[src/rtl/batcharger_ctrl.sv]
// Battery charger control FSM: trickle / constant-current / constant-voltage
// charging with debounced threshold transitions, a charge timeout and recharge.
// Ports:
//   clk, rst            clock, synchronous active-high reset
//   en                  host charge enable
//   vbat, ibat          digitized battery voltage / current
//   vtc, vcv_cfg, vrech trickle-exit, CV-target, recharge thresholds (vbat scale)
//   icc_cfg, itc_cfg    CC / TC current settings; iend end-of-charge current
//   tmax                timeout in 1024-cycle ticks, 0 disables the timeout
//   cc, tc, cv, pwen    one-hot mode selects and enable to the power block
//   icc, itc, vcv       config latched at the start of each charge
//   done, tout, state   charge complete, timeout flag, FSM state code
module batcharger_ctrl (
    input  logic       clk,
    input  logic       rst,
    input  logic       en,
    input  logic [7:0] vbat,
    input  logic [7:0] ibat,
    input  logic [7:0] vtc,
    input  logic [7:0] vcv_cfg,
    input  logic [7:0] vrech,
    input  logic [7:0] icc_cfg,
    input  logic [7:0] itc_cfg,
    input  logic [7:0] iend,
    input  logic [7:0] tmax,
    output logic       cc,
    output logic       tc,
    output logic       cv,
    output logic       pwen,
    output logic [7:0] icc,
    output logic [7:0] itc,
    output logic [7:0] vcv,
    output logic       done,
    output logic       tout,
    output logic [2:0] state
);

    typedef enum logic [2:0] {
        S_IDLE = 3'd0,
        S_TC   = 3'd1,
        S_CC   = 3'd2,
        S_CV   = 3'd3,
        S_END  = 3'd4
    } state_e;

    state_e     state_q, state_d;
    state_e     thr_next;
    logic [1:0] dbnc_q, dbnc_d;
    logic [9:0] presc_q, presc_d;
    logic [7:0] tick_q, tick_d;
    logic       cc_q, cc_d, tc_q, tc_d, cv_q, cv_d;
    logic       pwen_q, pwen_d, done_q, done_d, tout_q, tout_d;
    logic [7:0] icc_q, icc_d, itc_q, itc_d, vcv_q, vcv_d;
    logic       dbnc_cond, dbnc_hit, charging, bad_state, timeout;

    always_comb begin
        state_d   = state_q;
        thr_next  = S_IDLE;
        dbnc_cond = 1'b0;
        charging  = 1'b0;
        bad_state = 1'b0;
        case (state_q)
            S_IDLE: ;
            S_TC: begin
                charging  = 1'b1;
                dbnc_cond = (vbat >= vtc);
                thr_next  = S_CC;
            end
            S_CC: begin
                charging  = 1'b1;
                dbnc_cond = (vbat >= vcv_cfg);
                thr_next  = S_CV;
            end
            S_CV: begin
                charging  = 1'b1;
                dbnc_cond = (ibat < iend);
                thr_next  = S_END;
            end
            S_END: begin
                dbnc_cond = (vbat < vrech);
                thr_next  = S_IDLE;
            end
            default: bad_state = 1'b1;
        endcase

        timeout  = charging && (tmax != 8'd0) && (tick_q == tmax);
        // Counter value 3 means three earlier true cycles: this is the 4th.
        dbnc_hit = dbnc_cond && (dbnc_q == 2'd3);

        tout_d = tout_q;
        if (!en) begin
            state_d = S_IDLE;
        end else if (timeout) begin
            state_d = S_END;
            tout_d  = 1'b1;
        end else if (state_q == S_IDLE) begin
            if (vbat < vtc) begin
                state_d = S_TC;
            end else if (vbat < vcv_cfg) begin
                state_d = S_CC;
            end else begin
                state_d = S_CV;
            end
        end else if (bad_state) begin
            state_d = S_IDLE;
        end else if (dbnc_hit) begin
            state_d = thr_next;
        end
        if (state_d == S_IDLE) begin
            tout_d = 1'b0;
        end

        if ((state_d != state_q) || !dbnc_cond) begin
            dbnc_d = 2'd0;
        end else begin
            dbnc_d = dbnc_q + 2'd1;
        end

        // Timer runs across TC/CC/CV, holds in END, clears otherwise.
        presc_d = presc_q;
        tick_d  = tick_q;
        if (charging) begin
            presc_d = presc_q + 10'd1;
            if ((presc_q == 10'd1023) && (tick_q != 8'd255)) begin
                tick_d = tick_q + 8'd1;
            end
        end else if (state_q != S_END) begin
            presc_d = 10'd0;
            tick_d  = 8'd0;
        end

        icc_d = icc_q;
        itc_d = itc_q;
        vcv_d = vcv_q;
        if ((state_q == S_IDLE) && (state_d != S_IDLE)) begin
            icc_d = icc_cfg;
            itc_d = itc_cfg;
            vcv_d = vcv_cfg;
        end

        tc_d   = (state_d == S_TC);
        cc_d   = (state_d == S_CC);
        cv_d   = (state_d == S_CV);
        pwen_d = tc_d | cc_d | cv_d;
        done_d = (state_d == S_END);
    end

    always_ff @(posedge clk) begin
        if (rst) begin
            state_q <= S_IDLE;
            dbnc_q  <= 2'd0;
            presc_q <= 10'd0;
            tick_q  <= 8'd0;
            cc_q    <= 1'b0;
            tc_q    <= 1'b0;
            cv_q    <= 1'b0;
            pwen_q  <= 1'b0;
            done_q  <= 1'b0;
            tout_q  <= 1'b0;
            icc_q   <= 8'd0;
            itc_q   <= 8'd0;
            vcv_q   <= 8'd0;
        end else begin
            state_q <= state_d;
            dbnc_q  <= dbnc_d;
            presc_q <= presc_d;
            tick_q  <= tick_d;
            cc_q    <= cc_d;
            tc_q    <= tc_d;
            cv_q    <= cv_d;
            pwen_q  <= pwen_d;
            done_q  <= done_d;
            tout_q  <= tout_d;
            icc_q   <= icc_d;
            itc_q   <= itc_d;
            vcv_q   <= vcv_d;
        end
    end

    assign cc    = cc_q;
    assign tc    = tc_q;
    assign cv    = cv_q;
    assign pwen  = pwen_q;
    assign done  = done_q;
    assign tout  = tout_q;
    assign icc   = icc_q;
    assign itc   = itc_q;
    assign vcv   = vcv_q;
    assign state = state_q;

endmodule

[config.mk]
export PLATFORM = sky130hd
export DESIGN_NAME = batcharger_ctrl
export DESIGN_NICKNAME = d
export VERILOG_FILES = /design/src/rtl/batcharger_ctrl.sv
export SDC_FILE = /design/constraint.sdc
export NUM_CORES = 1
export LEC_CHECK = 0
export CORE_MARGIN = 2
export CORE_UTILIZATION = 47
export CTS_BUF_LIST = sky130_fd_sc_hd__clkbuf_8
export CTS_CLUSTER_DIAMETER = 80
export CTS_CLUSTER_SIZE = 40
export DETAILED_ROUTE_END_ITERATION = 10
export GPL_ROUTABILITY_DRIVEN = 1
export PLACE_DENSITY = 0.93
export RECOVER_POWER = 25
export SLEW_MARGIN = 10
export SYNTH_ARGS = -nofsm -noshare
export SYNTH_HDL_FRONTEND = slang
export SYNTH_SLANG_ARGS = --single-unit
export TNS_END_PERCENT = 50
[constraint.sdc]
create_clock -name clk -period 3.5 [get_ports clk]
set_input_delay 0.525 -clock clk [delete_from_list [all_inputs] [get_ports clk]]
set_output_delay 0.525 -clock clk [all_outputs]
set_load 0.02 [all_outputs]
==> impl_metrics.ini <==
[cts]
cts-resized-gates = 0
cts_sinks = 53
tritoncts = done
htreeDepth = 2
cts.clk_slew.worst_paths_ps = 90
cts.root.buffer_cell = clkbuf_8
cts_buffer_depth = 2
cts_buffers = 5
worstSkewPairLatency_ps = 300
postCtsHoldBufs = 0
postCtsSetupBuffers = 0

[yosys]
yosys-top-cells-area = dfxtp_1 34%, ha_1 13%, nand2_1 7.1%
synth_xor_area_share_pct = 5.41
avgSynthCellArea_um2 = 8.16
synth_top_cell_by_area = dfxtp_1
yosysSeqAreaShare_pct = 34.5
synth_edf_count = 0
synth_top_family_by_area = simple AND/OR/NAND/NOR gates
ys_seq_elements = 53
async_flop_share_pct = 0
yosysMostFrequentCell = nand2_1
synth_compound_area_share_pct = 16.6
synth_area_um2 = 3080
ys_types = 54
syn_inst = 377
syn_nets = 485
synthFlopType = dfxtp_1
synth_top_area_share_pct = 34.5
synth.area.mux_share_pct = 0.976
synthSimpleGateAreaFrac_pct = 22.5
synth_common_cells = 58 x nand2_1, 53 x dfxtp_1, 41 x a21oi_1, 37 x inv_1, 33 x ha_1
synth_fa_ha_area_share_pct = 13.4
yosys_warnings = 0

[detailed_routing]
vias = 2973
wirelength_um = 7850
drtIter0Drc = 91
dr.pass1.iters = 4
drcViolationCount = 0
ant_nets = 0
wl_per_cell_um = 14.0
routed_via_density = 5.32

[place]
place_congestion = 0.948
placedInstanceArea_um2 = 4200
pre_cts_ws_ps = 82.1
portBuffers = 107
dp_hpwl_um = 6240

[final_layout]
area_growth_pct = 40.5
nets = 589
final_layout_size_suffix_gt1_share_pct = 4.77
utilization_pct = 68.1
final_cell_area_um2 = 4320
antennaDiodeCount = 0

[global_route]
grt_pass1_wl_um = 13200
grt_overflow = 0
track_usage_pct = 22.0
grt_max_degree = 41
grt_pass1_vias = 3052
antenna_found_initial = 0

[critical_path]
arrival_ps = 3380
cp-startpoint = vtc[3]
cp_max_fo = 4
crit_end = cv$_SDFF_PP0_
rr_startpoint = state[1]$_SDFF_PP0_
cp.depth = 11
cp_slowest_stage_delay_ps = 640
crit_chain = clkdlybuf4s50_1 -> inv_1 -> ha_1 -> nand3_1 -> o221ai_1 -> o21ai_0 -> a2111oi_0 -> o21ai_1 -> mux2i_1 -> nor2_1 -> nor4b_1
cp_top_family = compound AO/OA/AOI/OAI gates
endpoint_kind = flip-flop
cp.buffers_inverters = 2
slowest_stage = a2111oi_0
ff2ff_path_depth = 9
path_class = input port to flip-flop
critPathLaunchType = input port
r2r_setup_slack_ps = 760
r2r-end = dbnc_q[0]$_SDFF_PP0_
required_ps = 3690

[power_and_ir_drop]
peakVddDrop_v = 0.000259
p_per_area_nw_per_um2 = 328
p_total_w = 0.00142
leakage_nw = 1.83

[sta]
finalCriticalPeriod_ps = 3190
tightest_slew_ps = 873
fmax_ghz = 0.314
rsz0062_at_grt = no
fin_setup_tns_ps = 0
min_period_over_period_pct = 91.1
hold_violations = 0
slew_violations = 0
setup_viol = 0
fin_worst_skew_ps = 3.85
max-slew-margin-rel_pct = 41.6
fin_ws_ps = 311

[floorplanning]
die_w_um = 84.9
io-pin-count = 108
dieHeight_um = 84.9
initial_core_util_pct = 48.5
die_area_um2 = 7210
core_area_um2 = 6350
rows = 29

[run_status]
status = completed

[job]
maxCapViolations = 0

[hold_path]
hold_class = flip-flop to flip-flop
placed cells by master (no fill, tap or decap), types with 7 or more instances in the layout:
cell and instances:
dlygate4sd3_1 12, nor2_1 31, a21oi_1 41, xnor2_1 9, ha_1 33, inv_1 37, nand2_1 58, and3_1 7
nand4_1 10, dfxtp_1 53, clkdlybuf4s50_1 95, xor2_1 10, nand3_1 8, o21ai_0 10
final cells by class:
cell class | instances | area [um2]
clock buffer | 6 | 82.6
clock inverter | 2 | 37.5
fill | 527 | 2030
inverter | 39 | 146
multi-input combinational | 273 | 1810
sequential | 53 | 1060
tap | 77 | 96.3
timing repair buffer | 109 | 1090
per-layer routing:
layer | global-route usage [%] | wire length (um)
met1 | 25.0 | 3200
met2 | 39.9 | 3890
met3 | 7.10 | 638
met4 | 5.77 | 114
met5 | 0 | 0
worst reg2reg max path: stages (launching register included):
cell and delay (ps):
dfxtp_1 640, o21bai_1 260, a211o_1 320, nor3_2 410, nor3b_2 160, o41ai_1 100
buf_4 190, mux2i_1 200, o2111ai_1 200, nor3_1 200
sequential cells by signal, indices dropped and copies added (netlist names):
signal / flops
tout: 1
icc: 8
vcv: 8
itc: 8
presc_q: 10
pwen: 1
cv: 1
dbnc_q: 2
done: 1
tc: 1
tick_q: 8
state: 3
cc: 1
cell families (layout without fill, tap and decap cells):
kind of cell,count (synthesis),after routing
buffers and inverters,51,156
XOR/XNOR,19,19
AO/OA/AOI/OAI,77,77
flip-flops,53,53
AND/OR/NAND/NOR,141,141
adder cells (fa/ha/maj),33,33
multiplexers,3,3
how the worst min path moves through the flow:
stage / end / slack, ps / from / depth (start not counted)
3_5_place_dp: dbnc_q[0]$_SDFF_PP0_ / 420 / dbnc_q[0]$_SDFF_PP0_ / 1
5_1_grt: dbnc_q[0]$_SDFF_PP0_ / 450 / dbnc_q[0]$_SDFF_PP0_ / 1
4_1_cts: dbnc_q[0]$_SDFF_PP0_ / 440 / dbnc_q[0]$_SDFF_PP0_ / 1
2_1_floorplan: dbnc_q[0]$_SDFF_PP0_ / 410 / dbnc_q[0]$_SDFF_PP0_ / 1
3_3_place_gp: dbnc_q[0]$_SDFF_PP0_ / 420 / dbnc_q[0]$_SDFF_PP0_ / 1
6_report: dbnc_q[0]$_SDFF_PP0_ / 430 / dbnc_q[0]$_SDFF_PP0_ / 1
metrics by stage:
stage | instances | hold slack, ps
floorplan | 377 | 408
global placement | 551 | 418
finish | 559 | 429
CTS | 559 | 435
global route | 559 | 448
detailed placement | 551 | 422
power breakdown:
group          leakage, nW  switching, W  internal [W]
combinational         1.34      0.000168      0.000175
sequential           0.432     0.0000177      0.000628
clock               0.0574      0.000195      0.000233
total                 1.83      0.000381       0.00103
No activity file was read; power rests on OpenSTA's default activity.
